==> src/rtl/mdu_iter.sv <==
// Iterative HI/LO multiply/divide unit: radix-2 shift-add multiply, restoring divide, one bit per clock.
// Optional divider datapath is built only when the MDU_DIV_EN macro is defined.
module mdu_iter #(
  parameter int WIDTH = 32
) (
  input  logic             clk,
  input  logic             rstn,
  input  logic             start,
  input  logic [2:0]       op,
  input  logic [WIDTH-1:0] A,
  input  logic [WIDTH-1:0] B,
  input  logic             flush,
  output logic             busy,
  output logic             done,
  output logic [WIDTH-1:0] HI,
  output logic [WIDTH-1:0] LO
);

  localparam int CNT_W = $clog2(WIDTH);
  localparam logic [CNT_W-1:0] CNT_LAST = CNT_W'(WIDTH - 1);

  typedef enum logic [1:0] {S_IDLE, S_CALC, S_DONE} state_e;

  function automatic logic [WIDTH-1:0] mag(input logic signed [WIDTH-1:0] v, input logic sgn_op);
    return (sgn_op && v[WIDTH-1]) ? WIDTH'(-v) : WIDTH'(v);
  endfunction

  function automatic logic [WIDTH-1:0] cneg(input logic [WIDTH-1:0] v, input logic n);
    return n ? -v : v;
  endfunction

  function automatic logic [2*WIDTH-1:0] cneg_wide(input logic [2*WIDTH-1:0] v, input logic n);
    return n ? -v : v;
  endfunction

  state_e           state_q, state_d;
  logic [CNT_W-1:0] cnt_q, cnt_d;
  logic [WIDTH-1:0] acc_q, acc_d;    // product high half / partial remainder
  logic [WIDTH-1:0] mq_q, mq_d;      // multiplier / dividend-quotient shift register
  logic [WIDTH-1:0] opnd_q, opnd_d;  // multiplicand / divisor magnitude
  logic             neg_q, neg_d;
  logic [WIDTH-1:0] hi_q, hi_d, lo_q, lo_d;
  logic             busy_q, busy_d, done_q, done_d;

  // Multiply step: conditional add, then shift {acc,mq} right by one.
  logic [WIDTH:0]     mul_sum;
  logic [WIDTH-1:0]   mul_acc, mul_mq;
  logic [2*WIDTH-1:0] prod;
  assign mul_sum = {1'b0, acc_q} + (mq_q[0] ? {1'b0, opnd_q} : '0);
  assign mul_acc = mul_sum[WIDTH:1];
  assign mul_mq  = {mul_sum[0], mq_q[WIDTH-1:1]};
  assign prod    = {mul_acc, mul_mq};

`ifdef MDU_DIV_EN
  logic             is_div_q, is_div_d, neg_rem_q, neg_rem_d, dz_q, dz_d;
  logic [WIDTH-1:0] aorig_q, aorig_d;
  // Restoring step: the shifted remainder is below twice the divisor, so bit WIDTH is the borrow.
  logic [WIDTH:0]   div_sh, div_diff;
  logic             div_ok;
  logic [WIDTH-1:0] div_acc, div_mq;
  assign div_sh   = {acc_q, mq_q[WIDTH-1]};
  assign div_diff = div_sh - {1'b0, opnd_q};
  assign div_ok   = ~div_diff[WIDTH];
  assign div_acc  = div_ok ? div_diff[WIDTH-1:0] : div_sh[WIDTH-1:0];
  assign div_mq   = {mq_q[WIDTH-2:0], div_ok};
`endif

  always_comb begin
    state_d = state_q;
    cnt_d   = cnt_q;
    acc_d   = acc_q;
    mq_d    = mq_q;
    opnd_d  = opnd_q;
    neg_d   = neg_q;
    hi_d    = hi_q;
    lo_d    = lo_q;
`ifdef MDU_DIV_EN
    is_div_d  = is_div_q;
    neg_rem_d = neg_rem_q;
    dz_d      = dz_q;
    aorig_d   = aorig_q;
`endif
    case (state_q)
      S_CALC: begin
        if (flush) begin
          state_d = S_IDLE;
        end else begin
          cnt_d = cnt_q + 1'b1;
`ifdef MDU_DIV_EN
          if (is_div_q) begin
            acc_d = div_acc;
            mq_d  = div_mq;
            if (cnt_q == CNT_LAST) begin
              state_d = S_DONE;
              lo_d    = dz_q ? '1 : cneg(div_mq, neg_q);
              hi_d    = dz_q ? aorig_q : cneg(div_acc, neg_rem_q);
            end
          end else begin
`else
          begin
`endif
            acc_d = mul_acc;
            mq_d  = mul_mq;
            if (cnt_q == CNT_LAST) begin
              state_d      = S_DONE;
              {hi_d, lo_d} = cneg_wide(prod, neg_q);
            end
          end
        end
      end
      default: begin
        state_d = S_IDLE;
        if (start && !flush) begin
          case (op)
            3'd0, 3'd1: begin
              state_d = S_CALC;
              cnt_d   = '0;
              acc_d   = '0;
              mq_d    = mag(B, op == 3'd0);
              opnd_d  = mag(A, op == 3'd0);
              neg_d   = (op == 3'd0) && (A[WIDTH-1] ^ B[WIDTH-1]);
`ifdef MDU_DIV_EN
              is_div_d = 1'b0;
`endif
            end
`ifdef MDU_DIV_EN
            3'd2, 3'd3: begin
              state_d   = S_CALC;
              cnt_d     = '0;
              acc_d     = '0;
              mq_d      = mag(A, op == 3'd2);
              opnd_d    = mag(B, op == 3'd2);
              neg_d     = (op == 3'd2) && (A[WIDTH-1] ^ B[WIDTH-1]);
              neg_rem_d = (op == 3'd2) && A[WIDTH-1];
              dz_d      = (B == '0);
              aorig_d   = A;
              is_div_d  = 1'b1;
            end
`endif
            3'd4:    hi_d = A;
            3'd5:    lo_d = A;
            default: ;
          endcase
        end
      end
    endcase
    busy_d = (state_d == S_CALC);
    done_d = (state_d == S_DONE);
  end

  always_ff @(posedge clk or negedge rstn) begin
    if (!rstn) begin
      state_q <= S_IDLE;
      cnt_q   <= '0;
      acc_q   <= '0;
      mq_q    <= '0;
      opnd_q  <= '0;
      neg_q   <= 1'b0;
      hi_q    <= '0;
      lo_q    <= '0;
      busy_q  <= 1'b0;
      done_q  <= 1'b0;
`ifdef MDU_DIV_EN
      is_div_q  <= 1'b0;
      neg_rem_q <= 1'b0;
      dz_q      <= 1'b0;
      aorig_q   <= '0;
`endif
    end else begin
      state_q <= state_d;
      cnt_q   <= cnt_d;
      acc_q   <= acc_d;
      mq_q    <= mq_d;
      opnd_q  <= opnd_d;
      neg_q   <= neg_d;
      hi_q    <= hi_d;
      lo_q    <= lo_d;
      busy_q  <= busy_d;
      done_q  <= done_d;
`ifdef MDU_DIV_EN
      is_div_q  <= is_div_d;
      neg_rem_q <= neg_rem_d;
      dz_q      <= dz_d;
      aorig_q   <= aorig_d;
`endif
    end
  end

  assign busy = busy_q;
  assign done = done_q;
  assign HI   = hi_q;
  assign LO   = lo_q;

endmodule
==> config.mk <==
export PLATFORM = sky130hd
export DESIGN_NAME = mdu_iter
export DESIGN_NICKNAME = d
export VERILOG_FILES = /design/src/rtl/mdu_iter.sv
export SDC_FILE = /design/constraint.sdc
export NUM_CORES = 1
export LEC_CHECK = 0
export BUFFER_PORTS_ARGS = -buffer_cell sky130_fd_sc_hd__buf_4
export CAP_MARGIN = 0
export CORE_MARGIN = 3
export CORE_UTILIZATION = 32
export CTS_BUF_LIST = sky130_fd_sc_hd__clkbuf_4 sky130_fd_sc_hd__clkbuf_8
export DETAILED_ROUTE_END_ITERATION = 16
export SETUP_SLACK_MARGIN = 0.1
export SLEW_MARGIN = 25
export SYNTH_ARGS = -nofsm -noshare
export SYNTH_HDL_FRONTEND = slang
export SYNTH_SLANG_ARGS = --single-unit
==> constraint.sdc <==
create_clock -name clk -period 11.02 [get_ports clk]
set_clock_uncertainty 0.2 [all_clocks]
set_input_delay 1.102 -clock clk [delete_from_list [all_inputs] [get_ports clk]]
set_output_delay 1.102 -clock clk [all_outputs]
set_load 0.05 [all_outputs]
==> summary.txt <==
Critical path
  – Top delay family on crit path: simple AND/OR/NAND/NOR gates
  – Reg2Reg Setup Slack: between 5 and 6 ns
  – Worst R2R Start: mq_q[0]
  – FF-to-FF path depth: 13
  – Worst path required time: about 11 ns
  – Critical Path Max Stage Delay: 0.71 ns
  – Slowest CP cell: or4b_2
  – Max FO, Critical Path: 33
  – R2r endpoint: HI[29]
  – Crit path DAT: roughly 5.4 ns
  – Crit path launch type: flop
  – Critical path type: reg2reg
  – Worst path bufs/invs: 0
  – Setup crit end kind: flop
  – CP cell instances: and2_1, ha_1, fa_1, a21o_1, a221o_1, or3_1, a32oi_1, or4b_2, nor3_1, nand3_1, o21ai_0, xor2_1, o221ai_1

Clock tree
  – H-tree levels: 4
  – Post-CTS Resized: 0
  – Root Driver: clkbuf_8
  – Setup bufs post-CTS: 0
  – CTS tree: built
  – Hold_buf cts: 0
  – Clock sinks: 170
  – Worst-path clk slew: 0.10 ns
  – Clock Path Buffers: 2
  – CTS Buf Count: 17
  – Worst-Skew Late Latency: 0.49 ns

Logic synthesis
  – Async S/R FF share, synth: 100%
  – Seq/Total Area, Yosys: about a third
  – Fraction of the mapped netlist area in adder cells: around 4%
  – Syn_area_per_cell: 7.81 um2
  – Mapped cell area: between 0.01 and 0.015 mm2
  – Post-synthesis cell type with the largest combined area: dfrtp_1
  – Synthesized netlist net count: 1660
  – Most frequent cells after synthesis: 214 x nand2_1, 172 x o21ai_0, 170 x dfrtp_1, 158 x nor2_1, 153 x a21oi_1
  – Most common cell in the netlist: nand2_1
  – Fraction of synthesized area in multiplexers: 0.506%
  – Yosys warning count: 0
  – Seq cells post-synth: 170
  – Main synth FF type: dfrtp_1
  – Largest family of logic cells by synthesized area: compound AO/OA/AOI/OAI gates
  – Simple-gate portion of the synthesized area: 23.4%
  – Share of the synthesized area in the top cell type: 35.1%
  – Distinct cell type count after synthesis: 66
  – Top cells by area, synth: dfrtp_1 35%, o21ai_0 7.1%, nand2_1 6.6%, a21oi_1 6.3%, xnor2_1 5.9%
  – Compound-Gate Fraction of Synth Area: 23.9%
  – Post-synthesis cell count: 1551
  – Post-synth EDFFs: 0
  – Post-Synth XOR/XNOR Area: roughly a tenth

Detailed routing
  – Drt initial violations: 1031
  – Per-cell routed wire length: 20.2 um
  – Avg Vias per Cell: 5.59
  – Drt first pass iters: 5
  – Total vias in the final route: 12006
  – Antenna-violating nets left: 0
  – # DRC: 0
  – Total routed wirelength: around 43000 um

Die
  – # rows: 70
  – Core Box Area: 0.0370 mm2
  – Num ports: 137
  – Die area: 0.0402 mm2
  – Initial Utilization: 32.8%
  – Die span in x: 201 um
  – Die height: 201 um

Hold path
  – Worst Hold End: opnd_q[18]
  – Hold Path Origin: opnd_q[18]
  – Worst Hold Class: reg2reg
  – Hold depth: 2

STA
  – Unrepaired setup endpoints after global routing: false
  – Final setup violation count: 0
  – Fin Setup TNS: 0 ns
  – Tcrit/Tclk final: 47.4%
  – Fmax: 191 MHz
  – Setup ws final: roughly 5.8 ns
  – Normalized max-slew margin: 35.9%
  – Fin. max-slew vios: 0
  – Hold Vio Cnt, Final: 0
  – Slew @ Worst Pin: approximately 0.96 ns
  – Final min period: between 5 and 6 ns

Placed design
  – IO buf count: 136
  – Routability Congestion: 0.904
  – Placement Cell Area: 0.0136 mm2
  – Dpl cells: 2115
  – Post-DP HPWL: approximately 33000 um
  – Setup WS pre-CTS: 5.57 ns

Global route
  – GRT overflow: 0
  – Vias in the first global route: 11366
  – Largest net degree at the start of global routing: 104
  – First-pass GRT wire length: 67500 um
  – Initial antenna violation count: 0
  – Gr usage total: 21.0%

Cells and area
  – Fin cells: about 2100
  – Share of cells above drive strength 1: about an eighth
  – Area grow syn2layout: 15.4%
  – # diodes: 0
  – Finished Cell Area: 0.0140 mm2
  – Fillers: 3920
  – Fin nets: 1739

Outcome
  – Outcome: finished clean

Pwr
  – Maximum vdd drop: 0.0000883 V
  – Leak Pwr: 5.94 nW
  – PwrDens: 199 mW/mm2

Flow run
  – # Max-Cap Violations: 0
==> per-stage QoR <==
| step | total power, mW | util, % | hold WS, ns |
|---|---|---|---|
| after CTS | 2.78 | 37.8 | 0.287 |
| final | 2.78 | 37.8 | 0.285 |
| after detailed placement | 2.31 | 36.7 | 0.265 |
| after global placement | 2.30 | 36.7 | 0.260 |
| after floorplan | 1.84 | - | 0.242 |
| after global routing | 2.95 | 37.8 | 0.319 |
==> tightest hold or removal path: stages, from the launching register on <==
cell and delay, ns:
dfrtp_1 0.35, nand2_1 0.05, o21ai_0 0.06
==> layout by cell type (no fill, tap or decap), types with 5 or more instances in the layout <==
master,count
a211oi_1,12
a21o_1,18
a21oi_1,152
a22o_1,9
a31oi_1,11
and2_1,43
and3_1,14
and4_1,6
buf_4,153
clkbuf_8,19
dfrtp_1,169
ha_1,37
inv_1,23
mux2i_1,5
nand2_1,213
nand2b_1,8
nand3_1,39
nand4_1,15
nor2_1,157
nor3_1,27
nor4_1,22
o211ai_1,11
o21a_1,6
o21ai_0,172
o221ai_1,5
o31ai_1,33
o41ai_1,9
or2_2,9
or3_1,24
or4_1,7
xnor2_1,81
xor2_1,50
==> layer usage <==
metal  global-route usage (%)  wire length (um)
met4                     6.78              1230
met2                     36.0             21100
met5                        0                 0
met1                     27.7             18700
met3                     2.59              2420
==> worst max-delay path by stage <==
stage | from | end | slack [ns] | depth (start not counted)
after CTS | mq_q[0] | HI[29] | 5.55 | 13
after global routing | mq_q[0] | HI[29] | 5.44 | 13
after floorplan | mq_q[0] | HI[14] | 6.77 | 13
after global placement | mq_q[0] | HI[29] | 5.71 | 13
final | mq_q[0] | HI[29] | 5.79 | 13
after detailed placement | mq_q[0] | HI[29] | 5.57 | 13
==> flip-flops by register name, summed over array words and instances, names as in the netlist <==
signal	cells
done	1
state_q	2
opnd_q	32
acc_q	32
HI	32
LO	32
mq_q	32
busy	1
neg_q	1
cnt_q	5
==> layout make-up <==
cell class | instances | area [um2] | area share (%)
clock buffers | 20 | 263 | 1.88
clock inverters | 12 | 135 | 0.967
inverters | 23 | 86.3 | 0.618
multi-input cells | 1264 | 7450 | 53.3
flip-flops and latches | 170 | 4260 | 30.4
well taps | 504 | 631 | 4.51
repair buffers | 154 | 1160 | 8.31
==> power by group <==
group          internal (mW)  switching (mW)
sequential             0.768           0.157
combinational          0.481           0.911
clock                  0.197           0.266
total                   1.45            1.33
==> cell families after synthesis <==
group / after synthesis
AOI/OAI and AO/OA: 485
muxes: 6
buffers and inverters: 117
and+or+nand+nor: 604
DFF: 170
xor gates and xnor gates: 131
adders and majority gates: 38
No activity file was read; power rests on OpenSTA's default activity.
